[src/rtl/cordic_mag_scale_if.sv]
// Ready/valid bundle between the CORDIC vectoring pipeline, the magnitude
// scaler and its consumer.
//   in_valid   : sample entered the pipeline's x_i/y_i this cycle
//   mag_i      : pipeline x_o, signed, unscaled magnitude
//   out_valid  : buffer head valid
//   out_ready  : consumer accepts head when out_valid & out_ready
//   mag_o      : scaled magnitude, signed, always >= 0
//   overflow   : sticky "a sample was dropped" flag
//   drop_cnt   : saturating count of dropped samples
// master = producer/consumer side, slave = cordic_mag_scale.
interface cordic_mag_scale_if #(
  parameter int XY_BITS = 16
);
  logic                  in_valid;
  logic signed [XY_BITS:0] mag_i;
  logic                  out_valid;
  logic                  out_ready;
  logic signed [XY_BITS:0] mag_o;
  logic                  overflow;
  logic [7:0]            drop_cnt;

  modport master (
    output in_valid, mag_i, out_ready,
    input  out_valid, mag_o, overflow, drop_cnt
  );

  modport slave (
    input  in_valid, mag_i, out_ready,
    output out_valid, mag_o, overflow, drop_cnt
  );
endinterface

[src/rtl/cordic_mag_scale.sv]
// Downstream companion of the stall-free CORDIC vectoring pipeline.
// Tracks sample validity alongside the pipeline, removes the CORDIC gain
// (mag * 1/K) and presents results through a 2-entry ready/valid buffer.
// Samples that arrive while the buffer is full and not being read are
// dropped and counted.
// Ports:
//   clk  : system clock, rising edge
//   rst  : synchronous reset, active-high
//   bus  : cordic_mag_scale_if.slave (in_valid, mag_i, out_ready in;
//          out_valid, mag_o, overflow, drop_cnt out)
// Parameters:
//   XY_BITS : magnitude is XY_BITS+1 bits signed
//   LATENCY : pipeline depth from x_i/y_i to x_o (>= 2)
//   KINV    : 1/K in unsigned Q0.16
// Build option:
//   CORDIC_SCALE_ROUND_EN : round half up instead of truncating the product.
module cordic_mag_scale #(
  parameter int          XY_BITS = 16,
  parameter int          LATENCY = 15,
  parameter int unsigned KINV    = 39797
) (
  input logic               clk,
  input logic               rst,
  cordic_mag_scale_if.slave bus
);

  localparam int PW = 2 * (XY_BITS + 1);

  // Validity delay line matching the pipeline depth
  logic [LATENCY-1:0] vd_q, vd_d;

  // Scale stage
  logic [XY_BITS-1:0] op;
  logic [PW-1:0]      prod, prod_r;
  logic [XY_BITS:0]   p_mag_q, p_mag_d;
  logic               p_val_q, p_val_d;

  // 2-entry buffer
  logic [XY_BITS:0]   mem_q [2];
  logic               wr_ptr_q, rd_ptr_q;
  logic [1:0]         cnt_q, cnt_d;
  logic               rd, wr, full, drop;

  logic               overflow_q, overflow_d;
  logic [7:0]         drop_cnt_q, drop_cnt_d;

  always_comb begin
    vd_d = {vd_q[LATENCY-2:0], bus.in_valid};
  end

  always_comb begin
    // A negative x_o means the pipeline wrapped; treat it as zero magnitude
    op      = bus.mag_i[XY_BITS] ? '0 : bus.mag_i[XY_BITS-1:0];
    prod    = PW'(op) * PW'(KINV);
`ifdef CORDIC_SCALE_ROUND_EN
    prod_r  = prod + PW'(32768);
`else
    prod_r  = prod;
`endif
    // Result is below 2^XY_BITS, so the top bit of the slice is always 0
    p_mag_d = prod_r[16 +: XY_BITS+1];
    p_val_d = vd_q[LATENCY-1];
  end

  always_comb begin
    full       = (cnt_q == 2'd2);
    rd         = (cnt_q != 2'd0) && bus.out_ready;
    // A full buffer still accepts a write when the head leaves this cycle
    wr         = p_val_q && (!full || rd);
    drop       = p_val_q && full && !rd;
    cnt_d      = cnt_q;
    if (wr && !rd)      cnt_d = cnt_q + 2'd1;
    else if (!wr && rd) cnt_d = cnt_q - 2'd1;
    overflow_d = overflow_q | drop;
    drop_cnt_d = drop_cnt_q;
    if (drop && (drop_cnt_q != 8'hFF)) drop_cnt_d = drop_cnt_q + 8'd1;
  end

  always_ff @(posedge clk) begin
    if (rst) begin
      vd_q       <= '0;
      p_val_q    <= 1'b0;
      p_mag_q    <= '0;
      mem_q[0]   <= '0;
      mem_q[1]   <= '0;
      wr_ptr_q   <= 1'b0;
      rd_ptr_q   <= 1'b0;
      cnt_q      <= '0;
      overflow_q <= 1'b0;
      drop_cnt_q <= '0;
    end else begin
      vd_q       <= vd_d;
      p_val_q    <= p_val_d;
      p_mag_q    <= p_mag_d;
      if (wr) mem_q[wr_ptr_q] <= p_mag_q;
      wr_ptr_q   <= wr_ptr_q ^ wr;
      rd_ptr_q   <= rd_ptr_q ^ rd;
      cnt_q      <= cnt_d;
      overflow_q <= overflow_d;
      drop_cnt_q <= drop_cnt_d;
    end
  end

  always_comb begin
    bus.out_valid = (cnt_q != 2'd0);
    bus.mag_o     = mem_q[rd_ptr_q];
    bus.overflow  = overflow_q;
    bus.drop_cnt  = drop_cnt_q;
  end

endmodule
[src/flat_wrapper.sv]
// flat-port wrapper written by rule: the top's interface ports become plain ports
module cordic_mag_scale_flat 
#(
  parameter int          XY_BITS = 16,
  parameter int          LATENCY = 15,
  parameter int unsigned KINV    = 39797
)
  (clk, rst, bus_in_valid, bus_mag_i, bus_out_ready, bus_out_valid, bus_mag_o, bus_overflow, bus_drop_cnt);
  cordic_mag_scale_if #(.XY_BITS(XY_BITS)) bus_i ();
  input logic clk;
  input logic rst;
  input wire logic [$bits(bus_i.in_valid)-1:0] bus_in_valid;
  input wire logic [$bits(bus_i.mag_i)-1:0] bus_mag_i;
  input wire logic [$bits(bus_i.out_ready)-1:0] bus_out_ready;
  output wire logic [$bits(bus_i.out_valid)-1:0] bus_out_valid;
  output wire logic [$bits(bus_i.mag_o)-1:0] bus_mag_o;
  output wire logic [$bits(bus_i.overflow)-1:0] bus_overflow;
  output wire logic [$bits(bus_i.drop_cnt)-1:0] bus_drop_cnt;
  assign bus_i.in_valid = bus_in_valid;
  assign bus_i.mag_i = bus_mag_i;
  assign bus_i.out_ready = bus_out_ready;
  assign bus_out_valid = bus_i.out_valid;
  assign bus_mag_o = bus_i.mag_o;
  assign bus_overflow = bus_i.overflow;
  assign bus_drop_cnt = bus_i.drop_cnt;
  cordic_mag_scale #(.XY_BITS(XY_BITS), .LATENCY(LATENCY), .KINV(KINV)) u_core (.clk(clk), .rst(rst), .bus(bus_i));
endmodule
[config.mk]
export PLATFORM = sky130hd
export DESIGN_NAME = cordic_mag_scale_flat
export DESIGN_NICKNAME = d
export VERILOG_FILES = /design/src/rtl/cordic_mag_scale_if.sv /design/src/rtl/cordic_mag_scale.sv /design/src/flat_wrapper.sv
export SDC_FILE = /design/constraint.sdc
export NUM_CORES = 1
export LEC_CHECK = 0
export ABC_AREA = 1
export CORE_MARGIN = 3
export CORE_UTILIZATION = 49
export DETAILED_ROUTE_END_ITERATION = 10
export GPL_TIMING_DRIVEN = 0
export PLACE_DENSITY = 0.8
export SKIP_LAST_GASP = 1
export SLEW_MARGIN = 15
export SYNTH_ARGS = -nofsm -noshare
export SYNTH_HDL_FRONTEND = slang
export SYNTH_SLANG_ARGS = --single-unit
[constraint.sdc]
create_clock -name clk -period 7.54 [get_ports clk]
set_clock_uncertainty 0.05 [all_clocks]
set_input_delay 1.131 -clock clk [delete_from_list [all_inputs] [get_ports clk]]
set_output_delay 1.131 -clock clk [all_outputs]
set_load 0.1 [all_outputs]
# --- Yosys cells after proc, flatten, opt, wreduce, memory -nomap -nowiden ---
# Memories as Yosys holds them, arrays and structs flattened. A register that Yosys moved wholly into a read port is not among the register bits.
# Index checks and enable logic that the tools add are counted.
totals:
  memories: 1
  ramBits: 34
  regBits: 46
  inputBits: 21
classes:
  bitwise_logic: 3
  eq_ne: 2
  n_reduce_logical: 14
  mux: 12
  n_mul: 1
  addsub: 3
memory_table:
  columns: ["memory", "words", "width", "rd", "rd_clocked_by_memory_dff", "wr", "line", "text"]
  rows:
  - ["u_core.mem_q", 2, 17, 1, 1, 2, "cordic_mag_scale.sv:39", "logic [XY_BITS:0] mem_q [2];"]
ops:
  columns: ["operator", "count"]
  rows:
  - ["$mul 16x16->32 const B", 1]
  - ["$mux 17", 1]
  - ["$reduce_or 17->1", 1]
  - ["$mux 16", 1]
  - ["$add 8x1->8 const B", 1]
  - ["$mux 1", 8]
  - ["$ne 8x8->1 const B", 1]
  - ["$logic_and 1x1->1", 7]
  - ["$mux 2", 2]
  - ["$reduce_bool 2->1", 2]
  - ["$logic_not 1->1", 3]
  - ["$add 2x1->2 const B", 1]
  - ["$eq 2x2->1 const B", 1]
  - ["$sub 2x1->2 const B", 1]
  - ["$xor 1x1->1", 2]
  - ["$logic_or 1x1->1", 1]
  - ["$or 1x1->1", 1]

# --- Depth between registers and ports, before layout ---
logic_depth:
  depth_word: 9
  mapped_depth: 28
  ltp_nobuf: 27

# --- Least setup slack after synthesis ---
# No wires, ideal clock.
synth_timing:
  path_kind: "in2reg"
  startpoint: "input bus_mag_i[16]"
  endpoint: "register u_core.p_mag_q[13]"
  cell_stages: 27
  path_buffers: 1
  required_ns: 7.375
  setup_ns: 0.115
  path_slack_ns: 1.331
  arrival_ns: 6.044
  cell_sequence: "inv_2 > buf_2 > nand2_1 > nor2_1 > nor2_1 > ha_1 > or2_2 > inv_1 > fa_1 > inv_1 > fa_1 > fa_1 > fa_1 > inv_1 > fa_1 > inv_1 > ha_1 > nand2_1 > nand2_1 > a21boi_0 > nor2_1 > nor2_1 > nor2_1 > nor2_1 > nand3_1 > nand2_1 > nor2_1"
synth_between:
  elab_chain_len: 2
synth_lines:
  columns: ["element", "line", "text"]
  rows:
  - ["start: declaration", "flat_wrapper.sv:13", "input wire logic [$bits(bus_i.mag_i)-1:0] bus_mag_i;"]
  - ["$mux 16", "cordic_mag_scale.sv:53", "op = bus.mag_i[XY_BITS] ? '0 : bus.mag_i[XY_BITS-1:0];"]
  - ["$mul 16x16->32", "cordic_mag_scale.sv:54", "prod = PW'(op) * PW'(KINV);"]
  - ["end signal: assignment", "cordic_mag_scale.sv:94", "p_mag_q <= p_mag_d;"]
  - ["end: declaration", "cordic_mag_scale.sv:35", "logic [XY_BITS:0] p_mag_q, p_mag_d;"]
# No other way between the ends.
# A chain may end at the register's enable or synchronous reset.

# --- Worst setup path after layout ---
# Same ends and word-level chain as after synthesis.

==> flow_summary.json <==
{
  "finalWeightedCongestion": 0.930,
  "via_count": 6675,
  "min-delay-path-class": "flip-flop to flip-flop",
  "detail_route.wl_per_cell_um": 14.1,
  "postSynth.topFlopCell": "sky130_fd_sc_hd__dfxtp_1",
  "clkSinkCount": 77,
  "maxCapViolations": 0,
  "antenna_violations_before_repair": 0,
  "yosys.area.top_type_share": 0.223,
  "cp_num_buf_inv": 7,
  "r2r.worst_path.cells": 7,
  "grt_start_max_net_pins": 17,
  "critical_path.endpoint_type": "flip-flop",
  "rsz0062_at_grt": "false",
  "regToRegStartpoint": "u_core.cnt_q[0]$_SDFFE_PP0P_",
  "critical-path-top-delay-family": "adder cells",
  "clock_tree.buffer_depth": 2,
  "setup_slack_ns": 0.400,
  "final_antenna_net_count": 0,
  "grt_usage": 0.211,
  "dp_cells": 1291,
  "number_of_global_route_vias_before_repair": 6691,
  "arrival_ns": 7.31,
  "mapped_cells": 1029,
  "num_rows": 46,
  "fmax_mhz": 140,
  "tritoncts": "yes",
  "synth_fp_nets": 1262,
  "core-area_um2": 16200,
  "die-height_um": 136,
  "grt_first_pass_wirelength_mm": 30.9,
  "cell_mode_on_critical_path": "sky130_fd_sc_hd__nor2_1",
  "ff2ff_setup_slack_ns": 5.10,
  "wirelength_mm": 18.4,
  "synth_edf_count": 32,
  "ctsHoldBuffers": 0,
  "dr.pass1.iters": 5,
  "outcome": "completed",
  "diodes": 0,
  "ys_seq_elements": 77,
  "htreeDepth": 3,
  "yosys_top_cell_by_area": "sky130_fd_sc_hd__fa_1",
  "timing.critical_path.from": "bus_mag_i[16]",
  "avgSynthCellArea_um2": 8.04,
  "viasPerCell": 5.11,
  "pin_count": 48,
  "worst_path_largest_cell_delay_ns": 0.55,
  "port_buffers": 46,
  "timing_hold_violations_final": 0,
  "critPathKind": "primary input to flip-flop",
  "drt-initial-drc-count": 525,
  "global_route.overflow_total": 0,
  "relative_max_transition_margin": 0.344,
  "number_of_distinct_library_cell_variants_in_the_gate_level_netlist_after_synthesis": 32,
  "synth_async_sr_flop_share": 0,
  "post_cts_resize_count": 0,
  "place_hpwl_mm": 15.3,
  "synth-warning-count": 0,
  "area_of_the_die_um2": 18500,
  "peakVddDrop_mv": 0.222,
  "tightestPinTransition_ns": 0.981,
  "cts_setup_buffers": 0,
  "crit-reg2reg-capture": "u_core.mem_q[1][3]$_SDFFCE_PN0P_",
  "final_layout_size_suffix_gt1_frac": 0.0247,
  "stdcell_count": 1307,
  "worst_setup_hold_path_clk_slew_ns": 0.05,
  "path_depth": 28,
  "cp-endpoint": "u_core.p_mag_q[13]$_SDFF_PP0_",
  "final_min_period_over_clock_period": 0.947,
  "pre_cts_ws_ns": 0.119,
  "synth.top_cells.by_area": "sky130_fd_sc_hd__fa_1, sky130_fd_sc_hd__ha_1, sky130_fd_sc_hd__edfxtp_1",
  "synth.cell_area_um2": 8280,
  "cts_inserted_buffers": 9,
  "clock-root-buffer": "sky130_fd_sc_hd__clkbuf_16",
  "power.density_cell_area_nw_per_um2": 346,
  "setup_violations": 0,
  "initial_utilization": 0.510,
  "remaining_drc_errors": 0,
  "die_w_um": 136,
  "finish.net_count": 1319,
  "start_kind": "primary input",
  "layout-area-overhead-vs-synth_pct": 13.5,
  "critical_path.slowest_cell": "sky130_fd_sc_hd__fa_1",
  "final-max-slew-violation-count": 0,
  "synth_sequential_area_ratio": 0.225,
  "finalCriticalPeriod_ns": 7.14,
  "setup-tns-final_ns": 0,
  "clk-insertion-delay-late_ns": 0.34,
  "worst-path-max-fanout": 10,
  "power.static_leakage_nw": 4.90,
  "worst_ep_required_time_ns": 7.71
}
==> logic make-up after synthesis <==
group / synth area share
simple gates: 0.184
buf+inv: 0.116
compound gates: 0.0605
other cells: 0.000453
xor+xnor: 0.0106
flops: 0.225
fa+ha+maj: 0.404
==> final cells by class <==
| class | instances | area (µm²) |
|---|---|---|
| flip-flops and latches | 77 | 1860 |
| inverters | 242 | 908 |
| plain buffers | 12 | 51.3 |
| clock buffers | 10 | 229 |
| clock inverters | 6 | 159 |
| well taps | 216 | 270 |
| fillers | 1423 | 6830 |
| repair buffers | 46 | 460 |
| multi-input cells | 698 | 5460 |
==> per-stage QoR <==
step | power, mW | hold slack (ns) | utilization | cell area [µm²]
after floorplan | 2.11 | 0.338 | - | 8280
after global routing | 3.58 | 0.364 | 0.579 | 9400
after global placement | 2.61 | 0.339 | 0.555 | 9010
after detailed placement | 2.65 | 0.345 | 0.555 | 9010
after CTS | 3.23 | 0.354 | 0.579 | 9400
final | 3.26 | 0.352 | 0.579 | 9400
==> placed cells by master (no fill, tap or decap), types with 3 or more instances in the layout <==
cell                                n
sky130_fd_sc_hd__or2_2              3
sky130_fd_sc_hd__a21oi_1           53
sky130_fd_sc_hd__nor2_1           157
sky130_fd_sc_hd__nand3_1           28
sky130_fd_sc_hd__a31oi_1            3
sky130_fd_sc_hd__nand4_1            4
sky130_fd_sc_hd__nand2_1          170
sky130_fd_sc_hd__o21bai_1           3
sky130_fd_sc_hd__o21ai_0           25
sky130_fd_sc_hd__nor3_1            15
sky130_fd_sc_hd__ha_1             120
sky130_fd_sc_hd__clkdlybuf4s50_1   46
sky130_fd_sc_hd__fa_1              92
sky130_fd_sc_hd__clkbuf_1          10
sky130_fd_sc_hd__clkbuf_16          9
sky130_fd_sc_hd__inv_1            238
sky130_fd_sc_hd__dfxtp_1           45
sky130_fd_sc_hd__edfxtp_1          32
sky130_fd_sc_hd__xor2_1             8
sky130_fd_sc_hd__bufinv_16          5
sky130_fd_sc_hd__a21o_1             4
==> worst min path at each step <==
stage | startpoint | end | slack (ns) | cells after the start
CTS | u_core.vd_q[14]$_SDFF_PP0_ | u_core.p_val_q$_SDFF_PP0_ | 0.35 | 2
detailed placement | u_core.vd_q[9]$_SDFF_PP0_ | u_core.vd_q[10]$_SDFF_PP0_ | 0.35 | 2
floorplan | u_core.vd_q[14]$_SDFF_PP0_ | u_core.p_val_q$_SDFF_PP0_ | 0.34 | 2
finish | u_core.vd_q[14]$_SDFF_PP0_ | u_core.p_val_q$_SDFF_PP0_ | 0.35 | 2
global route | u_core.vd_q[14]$_SDFF_PP0_ | u_core.p_val_q$_SDFF_PP0_ | 0.36 | 2
global placement | u_core.vd_q[9]$_SDFF_PP0_ | u_core.vd_q[10]$_SDFF_PP0_ | 0.34 | 2
==> power by group <==
part	switching (mW)	internal, mW
clock network	0.170	0.391
registers	0.0118	0.478
logic	1.47	0.738
==> state kept, by name (all words and copies together) (netlist names) <==
register and cells:
u_core.mem_q 32, u_core.wr_ptr_q 1, u_core.cnt_q 2, u_core.bus.overflow 1, u_core.rd_ptr_q 1, u_core.bus.drop_cnt 8
u_core.p_val_q 1, u_core.vd_q 15, u_core.p_mag_q 16
==> worst reg2reg max path: cells and delay by family, from the launching register on <==
family	cells	cell delay, ns
AND/OR/NAND/NOR	4	1.01
buffers and inverters	3	0.64
flip-flops	1	0.32
==> cell usage after synthesis, drive strengths merged (8+ instances only) <==
cell and count:
inv 240, nor3 15, clkbuf 9, fa 92
xor2 8, dfxtp 45, ha 120, nor2 159
nand3 29, nand2 170, a21oi 53, o21ai 26
edfxtp 32
==> layer usage <==
metal / part of all wire / vias up / GRT usage
met2: 0.50 / 203 / 0.367
met1: 0.42 / 3172 / 0.276
met3: 0.056 / 32 / 0.0322
met4: 0.020 / 0 / 0.0549
li1: - / 3268 / -
met5: 0 / - / 0
Note: power is estimated with default switching activity, not from simulation.
